File: config.mk
export PLATFORM = sky130hd
export DESIGN_NAME = uart_register_bank
export DESIGN_NICKNAME = d
export VERILOG_FILES = /design/src/rtl/uart_register_bank.sv
export SDC_FILE = /design/constraint.sdc
export NUM_CORES = 1
export LEC_CHECK = 0
export CAP_MARGIN = 20
export CORE_MARGIN = 2
export CORE_UTILIZATION = 45
export CTS_CLUSTER_DIAMETER = 80
export DETAILED_ROUTE_END_ITERATION = 8
export GPL_ROUTABILITY_DRIVEN = 0
export SYNTH_ARGS = -nofsm -noshare
export SYNTH_HDL_FRONTEND = slang
export SYNTH_SLANG_ARGS = --single-unit
File: constraint.sdc
create_clock -name clk_i -period 4.8 [get_ports clk_i]
set_input_delay 0.96 -clock clk_i [delete_from_list [all_inputs] [get_ports clk_i]]
set_output_delay 0.96 -clock clk_i [all_outputs]
set_load 0.05 [all_outputs]
File: src/rtl/uart_register_bank.sv
// UART register bank: CONFIG/THRESHOLD registers, TX and RX byte FIFOs,
// sticky EVENT register with interrupt, RX idle timeout and RTS flow control.
module uart_register_bank #(
    parameter int RX_DEPTH   = 16,
    parameter int TX_DEPTH   = 16,
    parameter int RX_TIMEOUT = 1024
) (
    input  logic        clk_i,
    input  logic        rst_n_i,
    output logic        interrupt_o,
    input  logic [7:0]  rx_data_i,
    input  logic        rx_done_i,
    input  logic        rx_error_i,
    output logic [7:0]  tx_data_o,
    output logic        tx_valid_o,
    input  logic        tx_ready_i,
    output logic        rx_rts_o,
    output logic [31:0] cfg_o,
    input  logic        write_i,
    input  logic [2:0]  write_address_i,
    input  logic [31:0] write_data_i,
    input  logic [3:0]  write_strobe_i,
    output logic        write_error_o,
    input  logic        read_i,
    input  logic [2:0]  read_address_i,
    output logic [31:0] read_data_o,
    output logic        read_error_o
);

    localparam int RX_AW = $clog2(RX_DEPTH);
    localparam int TX_AW = $clog2(TX_DEPTH);
    localparam int RX_CW = RX_AW + 1;
    localparam int TX_CW = TX_AW + 1;
    localparam int TO_W  = $clog2(RX_TIMEOUT + 1);

    localparam logic [2:0] ADDR_CONFIG    = 3'd0;
    localparam logic [2:0] ADDR_TX_DATA   = 3'd1;
    localparam logic [2:0] ADDR_RX_DATA   = 3'd2;
    localparam logic [2:0] ADDR_STATUS    = 3'd3;
    localparam logic [2:0] ADDR_THRESHOLD = 3'd4;
    localparam logic [2:0] ADDR_EVENT     = 3'd5;

    // divider 53, parity enabled (even), one stop bit, 8 data bits
    localparam logic [31:0] CONFIG_RESET = 32'h000C_8035;

    logic [31:0]      config_q, config_d;
    logic [7:0]       rxThresh_q, rxThresh_d;
    logic [7:0]       txThresh_q, txThresh_d;
    logic [4:0]       events_q, events_d;
    logic [4:0]       eventSet, eventClear;
    logic             interrupt_q;
    logic             rxCondPrev_q, txCondPrev_q;
    logic [TO_W-1:0]  timeoutCnt_q, timeoutCnt_d;
    logic             timeoutFire;

    logic [7:0]       rxMem_q [RX_DEPTH];
    logic [7:0]       txMem_q [TX_DEPTH];
    logic [RX_AW-1:0] rxWrPtr_q, rxWrPtr_d, rxRdPtr_q, rxRdPtr_d;
    logic [TX_AW-1:0] txWrPtr_q, txWrPtr_d, txRdPtr_q, txRdPtr_d;
    logic [RX_CW-1:0] rxCount_q, rxCount_d;
    logic [TX_CW-1:0] txCount_q, txCount_d;

    logic rxEnable, txEnable, flowCtrl;
    logic [4:0] irqEnable;
    logic rxEmpty, rxFull, txEmpty, txFull;
    logic wrConfig, wrTxData, wrThresh, wrEvent, wrIllegal, rdRxData;
    logic txPush, txPop, txOverflow, rxPush, rxPop, rxOverflow;
    logic rxAtThresh, txAtThresh;

    assign rxEnable  = config_q[22];
    assign txEnable  = config_q[21];
    assign flowCtrl  = config_q[20];
    assign irqEnable = config_q[27:23];

    assign rxEmpty = (rxCount_q == '0);
    assign rxFull  = (rxCount_q == RX_CW'(RX_DEPTH));
    assign txEmpty = (txCount_q == '0);
    assign txFull  = (txCount_q == TX_CW'(TX_DEPTH));

    assign wrConfig  = write_i & (write_address_i == ADDR_CONFIG);
    assign wrTxData  = write_i & (write_address_i == ADDR_TX_DATA);
    assign wrThresh  = write_i & (write_address_i == ADDR_THRESHOLD);
    assign wrEvent   = write_i & (write_address_i == ADDR_EVENT);
    assign wrIllegal = write_i & ((write_address_i == ADDR_RX_DATA) |
                                  (write_address_i == ADDR_STATUS)  |
                                  (write_address_i > ADDR_EVENT));
    assign rdRxData  = read_i & (read_address_i == ADDR_RX_DATA);

    // Fullness is judged on the registered count, before any same-cycle pop
    assign txPush     = wrTxData & write_strobe_i[0] & ~txFull;
    assign txOverflow = wrTxData & write_strobe_i[0] & txFull;
    assign txPop      = tx_valid_o & tx_ready_i;
    assign rxPush     = rx_done_i & rxEnable & ~rxFull;
    assign rxOverflow = rx_done_i & rxEnable & rxFull;
    assign rxPop      = rdRxData & ~rxEmpty;

    assign rxAtThresh = (8'(rxCount_q) >= rxThresh_q);
    assign txAtThresh = (8'(txCount_q) <= txThresh_q);

    assign tx_valid_o    = ~txEmpty & txEnable;
    assign tx_data_o     = txMem_q[txRdPtr_q];
    assign rx_rts_o      = flowCtrl & (rxCount_q < RX_CW'(RX_DEPTH - 1));
    assign cfg_o         = config_q;
    assign interrupt_o   = interrupt_q;
    assign write_error_o = wrIllegal | txOverflow;

    // Byte-strobed CONFIG and THRESHOLD updates; CONFIG[31:28] never stores ones
    always_comb begin
        config_d   = config_q;
        rxThresh_d = rxThresh_q;
        txThresh_d = txThresh_q;
        if (wrConfig) begin
            for (int b = 0; b < 4; b++) begin
                if (write_strobe_i[b]) config_d[8*b +: 8] = write_data_i[8*b +: 8];
            end
        end
        config_d[31:28] = '0;
        if (wrThresh) begin
            if (write_strobe_i[0]) rxThresh_d = write_data_i[7:0];
            if (write_strobe_i[1]) txThresh_d = write_data_i[15:8];
        end
    end

    // FIFO pointer and occupancy bookkeeping; pointers wrap naturally at the power-of-two depth
    always_comb begin
        rxWrPtr_d = rxPush ? rxWrPtr_q + RX_AW'(1) : rxWrPtr_q;
        rxRdPtr_d = rxPop  ? rxRdPtr_q + RX_AW'(1) : rxRdPtr_q;
        txWrPtr_d = txPush ? txWrPtr_q + TX_AW'(1) : txWrPtr_q;
        txRdPtr_d = txPop  ? txRdPtr_q + TX_AW'(1) : txRdPtr_q;
        rxCount_d = rxCount_q;
        if (rxPush && !rxPop) rxCount_d = rxCount_q + RX_CW'(1);
        else if (!rxPush && rxPop) rxCount_d = rxCount_q - RX_CW'(1);
        txCount_d = txCount_q;
        if (txPush && !txPop) txCount_d = txCount_q + TX_CW'(1);
        else if (!txPush && txPop) txCount_d = txCount_q - TX_CW'(1);
    end

    // RX idle timer: saturates at RX_TIMEOUT so the event fires only once per idle stretch
    always_comb begin
        timeoutCnt_d = timeoutCnt_q;
        timeoutFire  = 1'b0;
        if (rx_done_i || rdRxData || rxEmpty) begin
            timeoutCnt_d = '0;
        end else if (timeoutCnt_q != TO_W'(RX_TIMEOUT)) begin
            timeoutCnt_d = timeoutCnt_q + TO_W'(1);
            timeoutFire  = (timeoutCnt_d == TO_W'(RX_TIMEOUT));
        end
    end

    // Sticky events: gated by irq_enable, cleared by write-one, a new set beats a clear
    always_comb begin
        eventSet    = '0;
        eventSet[0] = rxAtThresh & ~rxCondPrev_q & irqEnable[0];
        eventSet[1] = txAtThresh & ~txCondPrev_q & irqEnable[1];
        eventSet[2] = timeoutFire & irqEnable[2];
        eventSet[3] = rxOverflow & irqEnable[3];
        eventSet[4] = rx_error_i & irqEnable[4];
        eventClear  = '0;
        if (wrEvent && write_strobe_i[0]) eventClear = write_data_i[4:0];
        events_d = (events_q & ~eventClear) | eventSet;
    end

    // Combinational read mux; rejected reads return zero
    always_comb begin
        read_data_o  = '0;
        read_error_o = 1'b0;
        if (read_i) begin
            case (read_address_i)
                ADDR_CONFIG:    read_data_o = config_q;
                ADDR_RX_DATA: begin
                    if (rxEmpty) read_error_o = 1'b1;
                    else         read_data_o  = {24'b0, rxMem_q[rxRdPtr_q]};
                end
                ADDR_STATUS:    read_data_o = {12'b0, txFull, txEmpty, rxFull, rxEmpty,
                                               8'(txCount_q), 8'(rxCount_q)};
                ADDR_THRESHOLD: read_data_o = {16'b0, txThresh_q, rxThresh_q};
                ADDR_EVENT:     read_data_o = {27'b0, events_q};
                default:        read_error_o = 1'b1;
            endcase
        end
    end

    // Control state; reset empties both FIFOs immediately by clearing pointers and counts
    always_ff @(posedge clk_i or negedge rst_n_i) begin
        if (!rst_n_i) begin
            config_q     <= CONFIG_RESET;
            rxThresh_q   <= 8'd1;
            txThresh_q   <= 8'd1;
            events_q     <= '0;
            interrupt_q  <= 1'b0;
            rxCondPrev_q <= 1'b0;
            txCondPrev_q <= 1'b1;
            timeoutCnt_q <= '0;
            rxWrPtr_q    <= '0;
            rxRdPtr_q    <= '0;
            txWrPtr_q    <= '0;
            txRdPtr_q    <= '0;
            rxCount_q    <= '0;
            txCount_q    <= '0;
        end else begin
            config_q     <= config_d;
            rxThresh_q   <= rxThresh_d;
            txThresh_q   <= txThresh_d;
            events_q     <= events_d;
            interrupt_q  <= |events_q;
            rxCondPrev_q <= rxAtThresh;
            txCondPrev_q <= txAtThresh;
            timeoutCnt_q <= timeoutCnt_d;
            rxWrPtr_q    <= rxWrPtr_d;
            rxRdPtr_q    <= rxRdPtr_d;
            txWrPtr_q    <= txWrPtr_d;
            txRdPtr_q    <= txRdPtr_d;
            rxCount_q    <= rxCount_d;
            txCount_q    <= txCount_d;
        end
    end

    // FIFO storage arrays; contents are only meaningful between the pointers
    always_ff @(posedge clk_i) begin
        if (rxPush) rxMem_q[rxWrPtr_q] <= rx_data_i;
        if (txPush) txMem_q[txWrPtr_q] <= write_data_i[7:0];
    end

endmodule

==> impl_metrics.json <==
{
  "avgRoutedWirePerCell_um": 21.0,
  "cts_htree_levels": 2,
  "fillCellCount": 2619,
  "max-slew-margin-rel_pct": 30.9,
  "tns_ns": 0,
  "clock-root-buffer": "clkbuf_16",
  "routed-via-count": 8024,
  "path_buf_inv": 2,
  "syn-cell-area_um2": 14800,
  "postCtsSetupRepairBufs": 0,
  "cts_tree": "done",
  "routed_wl_mm": 31.6,
  "fin_crit_sh_pct": 85.3,
  "cpLargestDelayFamily": "multiplexers",
  "clock_skew_ns": 0.0231,
  "numCtsBuffers": 38,
  "grt_overflow": 0,
  "die_y_um": 186,
  "run_status": "completed",
  "critPathArrivalTime_ns": 3.14,
  "regArea_um2": 9930,
  "portBuffers": 121,
  "syn2layout_area_growth_pct": 21.5,
  "grt_pass1_vias": 8045,
  "path_cells": "buf_4 -> mux4_2 -> mux2i_1 -> nor2_1 -> a21oi_1 -> o22ai_1 -> buf_12",
  "post_drt_via_cell_ratio": 5.33,
  "dieArea_um2": 34500,
  "async_flop_share_pct": 25.8,
  "fin_ws_ns": 0.704,
  "grt_max_degree": 62,
  "yosysTopAreaCellShare_pct": 51.8,
  "power.total_mw": 9.63,
  "dpl.hpwl_mm": 21.8,
  "synthDistinctLibCells": 56,
  "ant_nets": 0,
  "netlist_instances": 896,
  "clk_path_buf_depth": 3,
  "synth_edf_count": 256,
  "preCtsSetupSlack_ns": 0.721,
  "slew_viol_final": 0,
  "initial_core_util_pct": 45.6,
  "first_pass_iters": 5,
  "setup_viol": 0,
  "p_leak_nw": 6.34,
  "grt_pass1_wl_mm": 48.1,
  "hold_violations": 0,
  "final_nets": 1124,
  "min_path_type": "flip-flop to flip-flop",
  "postLayoutCoreUtil_pct": 55.4,
  "antenna_found_initial": 0,
  "drt_iter0_markers": 467,
  "cp_slowest_stage_delay_ns": 0.72,
  "ir_drop_uv": 404,
  "core.rowCount": 66,
  "synth_seq_cells": 345,
  "synthTopCellsByArea": "edfxtp_1, dfrtp_1, mux4_2",
  "crit_slowest_cell": "dfrtp_2",
  "yosys_warnings": 0,
  "worstSetupStartpointType": "flip-flop",
  "route.detailed.drc": 0,
  "synth.avg_cell_area_um2": 16.6,
  "clock.fmax_mhz": 244,
  "core_area_um2": 32500,
  "power.density_nw_per_um2": 534,
  "drive_gt1_share_pct": 24.2,
  "cts.sinks": 345,
  "required_ns": 3.84,
  "multi_input_area_um2": 4640,
  "dieWidth_um": 186,
  "maxCapViolations": 0,
  "seq_area_frac_synth_pct": 66.9,
  "fin_crit_ns": 4.10,
  "n_antenna_cell": 0,
  "rsz0062_at_grt": "false",
  "synth_top_cell_by_area": "edfxtp_1",
  "path_class": "flip-flop to output port",
  "grt_usage_pct": 18.6,
  "cts_resized": 0,
  "cts_hold_buf": 0,
  "synthFlopType": "edfxtp_1",
  "tightest_slew_ns": 1.04,
  "clock_latency_ns": 0.53,
  "worstPathMaxFanout": 17,
  "endpoint_kind": "output port",
  "ios": 134,
  "clk_pin_slew_ns": 0.06
}
[power by group]
| part | switching (mW) | internal, mW | total (mW) |
|---|---|---|---|
| Clock | 1.17 | 1.73 | 2.90 |
| Combinational | 1.51 | 1.35 | 2.86 |
| Sequential | 0.388 | 3.49 | 3.88 |
[placed cells by master (no fill, tap or decap), drive strengths merged, types with 24 or more instances in the layout]
master	Yosys	final
edfxtp	256	256
nor2	71	71
nand2	42	42
clkdlybuf4s50	0	91
mux2	59	59
clkbuf	21	53
mux4	72	72
dfrtp	79	79
buf	28	49
inv	22	24
ha	31	31
[worst register-to-register path, delay by kind of cell (launching register included)]
| kind | cells | cell delay, ns |
|---|---|---|
| buffers and inverters | 1 | 0.11 |
| and+or+nand+nor | 4 | 1.62 |
| xor gates and xnor gates | 2 | 0.26 |
| DFF | 1 | 0.48 |
| adders and majority gates | 2 | 0.68 |
| AOI/OAI and AO/OA | 2 | 0.37 |
[registers in the layout, summed over array words and instances (netlist names)]
name and count:
txMem_q 128, rxRdPtr_q 4, rxCondPrev_q 1, rxWrPtr_q 4
timeoutCnt_q 11, txCount_q 5, interrupt_o 1, cfg_o 28
rxMem_q 128, txThresh_q 8, rxThresh_q 8, rxCount_q 5
txWrPtr_q 4, txRdPtr_q 4, txCondPrev_q 1, events_q 5
[cells in the mapped netlist, types with 3 or more instances]
cell type    n
nand3_1     11
o21ai_0     12
nor2b_1      4
nand2_1     42
edfxtp_1   256
buf_1       11
and3_1       3
ha_1        31
nand2b_1     8
buf_2        8
mux2_2      59
nor3_1      16
a22oi_1     12
and2_1      12
dfrtp_1     79
nand4_1      7
a22o_1       4
xor2_1       9
a21oi_1     16
mux2i_1     15
a31oi_1      6
dfstp_2     10
buf_4        8
xnor2_1     23
clkbuf_1    21
inv_1       22
mux4_2      72
o22ai_1      8
a21o_1       5
o21a_1       4
nor2_1      71
[worst paths after layout]
path / from / end / slack [ns] / cells after the start
worst max-delay path: rxRdPtr_q[0]$_DFFE_PN0P_ / read_data_o[3] / 0.70 / 7
worst min-delay path: rxThresh_q[2]$_DFFE_PN0P_ / rxThresh_q[2]$_DFFE_PN0P_ / 0.51 / 1
worst max register to register: rxCount_q[1]$_DFFE_PN0P_ / rxCount_q[4]$_DFFE_PN0P_ / 1.16 / 11
worst min register to register: rxThresh_q[2]$_DFFE_PN0P_ / rxThresh_q[2]$_DFFE_PN0P_ / 0.51 / 1
max in group asynchronous: rst_n_i / cfg_o[5]$_DFFE_PN1P_ / 3.32 / 2
min in group asynchronous: rst_n_i / timeoutCnt_q[2]$_DFFE_PN0P_ / 0.54 / 1
[through the flow]
step | hold WS (ns) | cell area [um2] | instances
2_1_floorplan | 0.451 | 14900 | 903
3_3_place_gp | 0.491 | 16800 | 1436
3_5_place_dp | 0.499 | 16800 | 1436
4_1_cts | 0.513 | 18000 | 1506
5_1_grt | 0.527 | 18000 | 1506
6_report | 0.510 | 18000 | 1506
[routing by layer]
| metal | global-route usage (%) | wire [um] | vias up |
|---|---|---|---|
| met3 | 2.95 | 1430 | 57 |
| met1 | 25.8 | 13900 | 4052 |
| li1 | - | - | 3712 |
| met4 | 5.32 | 820 | 0 |
| met2 | 30.7 | 15400 | 203 |
| met5 | 0 | 0 | - |
[cells by family after synthesis]
group,share of synthesized area (%)
flip-flops,66.9
AND/OR/NAND/NOR,6.34
multiplexers,16.4
AO/OA/AOI/OAI,3.49
buffers and inverters,2.12
adder cells (fa/ha/maj),2.88
XOR/XNOR,1.89
other,0.0253
[area by class of cell]
| cell class | count | area share [%] |
|---|---|---|
| clock buffer | 53 | 5.92 |
| clock inverter | 17 | 1.01 |
| inverter | 22 | 0.458 |
| multi-input combinational | 487 | 25.7 |
| sequential | 345 | 55.0 |
| tap | 442 | 3.07 |
| timing repair buffer | 140 | 8.75 |
(Power assumes the default switching activity.)
==> RTL edit: new RTL, config.mk and constraints unchanged <==
One comparison of `txCount_q` changes from == to >=.
--- a/src/rtl/uart_register_bank.sv
+++ b/src/rtl/uart_register_bank.sv
@@ -77,3 +77,3 @@
     assign txEmpty = (txCount_q == '0);
-    assign txFull  = (txCount_q == TX_CW'(TX_DEPTH));
+    assign txFull  = (txCount_q >= TX_CW'(TX_DEPTH));
 
Formal check against the unedited RTL: same outputs for any inputs over 4 cycles, from zero or initial values and one cycle with rst_n_i low; that may be too few to reach the edited logic, so the function may still have changed.
==> RTL edit against the unedited design <==
- total power down 2.2%
- register-to-register slack better by 450 ps
- synthesized cell count up 4.7%
- final area up 0.52%
- via count up 3.1%
- worst hold slack better by 7.2 ps
- routed wire length up 3.3%
- sequential cell count unchanged
- setup slack worse by 180 ps
- synthesized area up 1.5%
- critical path type is now primary input to output pin
- critical endpoint is now read_data_o[6]
- highest routed layer unchanged
==> RTL edit: results (changes against the unedited design) <==
- The sequential cell area fraction in the yosys report is 0.6588 (-0.009825).
- The met2 routed wirelength is 15,570 microns (+0.86%).
- The number of different library cells in the post-synthesis netlist was 62 (+11%).
- The detailed router's first-iteration violation count came to 610 (+31%).
- The post-cts resize count is 0 (unchanged).
- The met1 routed wirelength after detailed routing is 14,330 microns (+3.2%).
- The share of post-route cells with drive strength above 1 is 0.2122 (-0.02934).
- Among cell families on the critical path, the largest total delay comes from simple AND/OR/NAND/NOR gates.
- The maximum resistive drop on vdd came to 0.0003719 V (-8.0%).
- The largest net degree at the start of global routing is 60 (-3.2%).
- The total setup buffers inserted after CTS was 0 (unchanged).
- The setup skew after layout is 16.86 ps (-6.224 ps).
- The endpoint identified for the worst register-to-register timing path is rxCount_q[4]$_DFFE_PN0P_.
- The worst hold path depth is 2 (+1).
- The smallest hold slack came to 517.2 ps (+7.164 ps).
- The number of levels in the clock H-tree was 2 (unchanged).
- The worst hold path endpoint is interrupt_o$_DFF_PN0_.
- The initial antenna violation count is 0 (unchanged).
- The met3 wire length was 1812 microns (+27%).
- The worst-case headroom to the max-slew limit is 0.3383 (+0.02974).
- The top layer used by detailed routing is met4.
- The total leakage power is 6.379 nW (+0.63%).
- The number of synthesized flops with an enable pin is 256 (unchanged).
- The largest fanout of any net on the critical path is 14 (-3).
- The start point of the worst min-delay path is events_q[1]$_DFF_PN0_.
- By count the netlist is led by edfxtp_1, dfrtp_1, nor2_1.
- The quantity of I/O buffers inserted on ports came to 121 (unchanged).
- The minimum setup slack among reg-to-reg paths came to 1610 ps (+450 ps).
- The first-pass GRT wire length is 50,550 microns (+5.2%).
- The arrival time at the worst endpoint is 3310 ps (+170 ps).
- The number of global-route vias before repair is 8,616 (+7.1%).
- The cell with the largest stage delay on the worst path is clkdlybuf4s50_1.
- The maximum clock path buffer count is 3 (unchanged).
- The category of the most critical setup path is primary input to output pin.
- The longest individual stage delay on the worst path was 650 ps (-70 ps).
- The setup-violating endpoint count in the final report is 0 (unchanged).
- The async set-reset flop share out of synthesis was 0.2580 (unchanged).
- The global routing usage summed across all routing layers came to 0.1884 (+0.002153).
- By area the synthesized netlist is led by edfxtp_1, dfrtp_1, mux4_2, mux2_2, mux4_1.
- The worst setup slack after placement came to 560.7 ps (-160.2 ps).
- The routed wirelength normalized by instance count is 21.09 microns (+0.57%).
- The number of vias per cell is 5.346 (+0.33%).
- The half-perimeter wire length of the detailed placement result is 22,220 microns (+2.0%).
- The number of buffers inserted during clock tree synthesis is 37 (-2.6%).
- The post-layout net count is 1,160 (+3.2%).
- The number of detailed-route iterations in the first pass is 5 (unchanged).
- The run finished with clean final reports.
-- RTL edit: logic make-up after synthesis --
kind of cell	after synthesis	synth area share
mux	144	0.1578
xor+xnor	33	0.01918
simple gates	210	0.06933
buf+inv	75	0.02541
compound gates	97	0.04085
fa+ha+maj	33	0.02840
flops	345	0.6588
other cells	1	0.0002488
-- RTL edit: area by class of cell --
cell class	instances	area (sq um)
inverter	21	78.83
sequential	345	9931
tap	448	560.5
clock buffer	50	1025
multi-input combinational	525	4786
fill	2695	15150
clock inverter	17	118.9
timing repair buffer	140	1629
antenna	1	2.502
-- RTL edit: where the power goes --
part / internal (mW) / switching (mW) / leakage (nW)
sequential: 3.49 / 0.441 / 3.38
combinational: 1.31 / 1.50 / 2.43
clock: 1.56 / 1.13 / 0.567
total: 6.36 / 3.07 / 6.38
-- RTL edit: worst max path at each step --
stage	from	to	slack, ps	cells after the start
after floorplan	read_address_i[2]	read_error_o	1130	4
after global placement	read_address_i[0]	read_data_o[7]	590	5
after detailed placement	read_address_i[0]	read_data_o[7]	560	5
after CTS	txRdPtr_q[0]$_DFFE_PN0P_	tx_data_o[4]	450	6
after global routing	txRdPtr_q[0]$_DFFE_PN0P_	tx_data_o[4]	310	6
final	read_address_i[0]	read_data_o[6]	530	5
-- RTL edit: worst reg2reg max path: cells and delay by family (launching register included) --
kind | cells | cell delay (ps)
AND/OR/NAND/NOR | 4 | 1160
adder cells (fa/ha/maj) | 2 | 710
flip-flops | 1 | 480
buffers and inverters | 1 | 120
AO/OA/AOI/OAI | 2 | 350
XOR/XNOR | 2 | 260
-- RTL edit: metrics by stage --
step,instance area (sq um),instances,power (mW)
4_1_cts,18130,1546,9.524
6_report,18130,1547,9.427
2_1_floorplan,15100,945,5.968
3_3_place_gp,16990,1479,6.788
5_1_grt,18130,1546,9.895
3_5_place_dp,16990,1479,6.835
-- RTL edit: metal layers --
| metal | vias up | GRT usage |
|---|---|---|
| met5 | - | 0 |
| met4 | 0 | 0.05922 |
| met1 | 4164 | 0.2575 |
| met2 | 208 | 0.3060 |
| met3 | 54 | 0.03790 |
| li1 | 3844 | - |
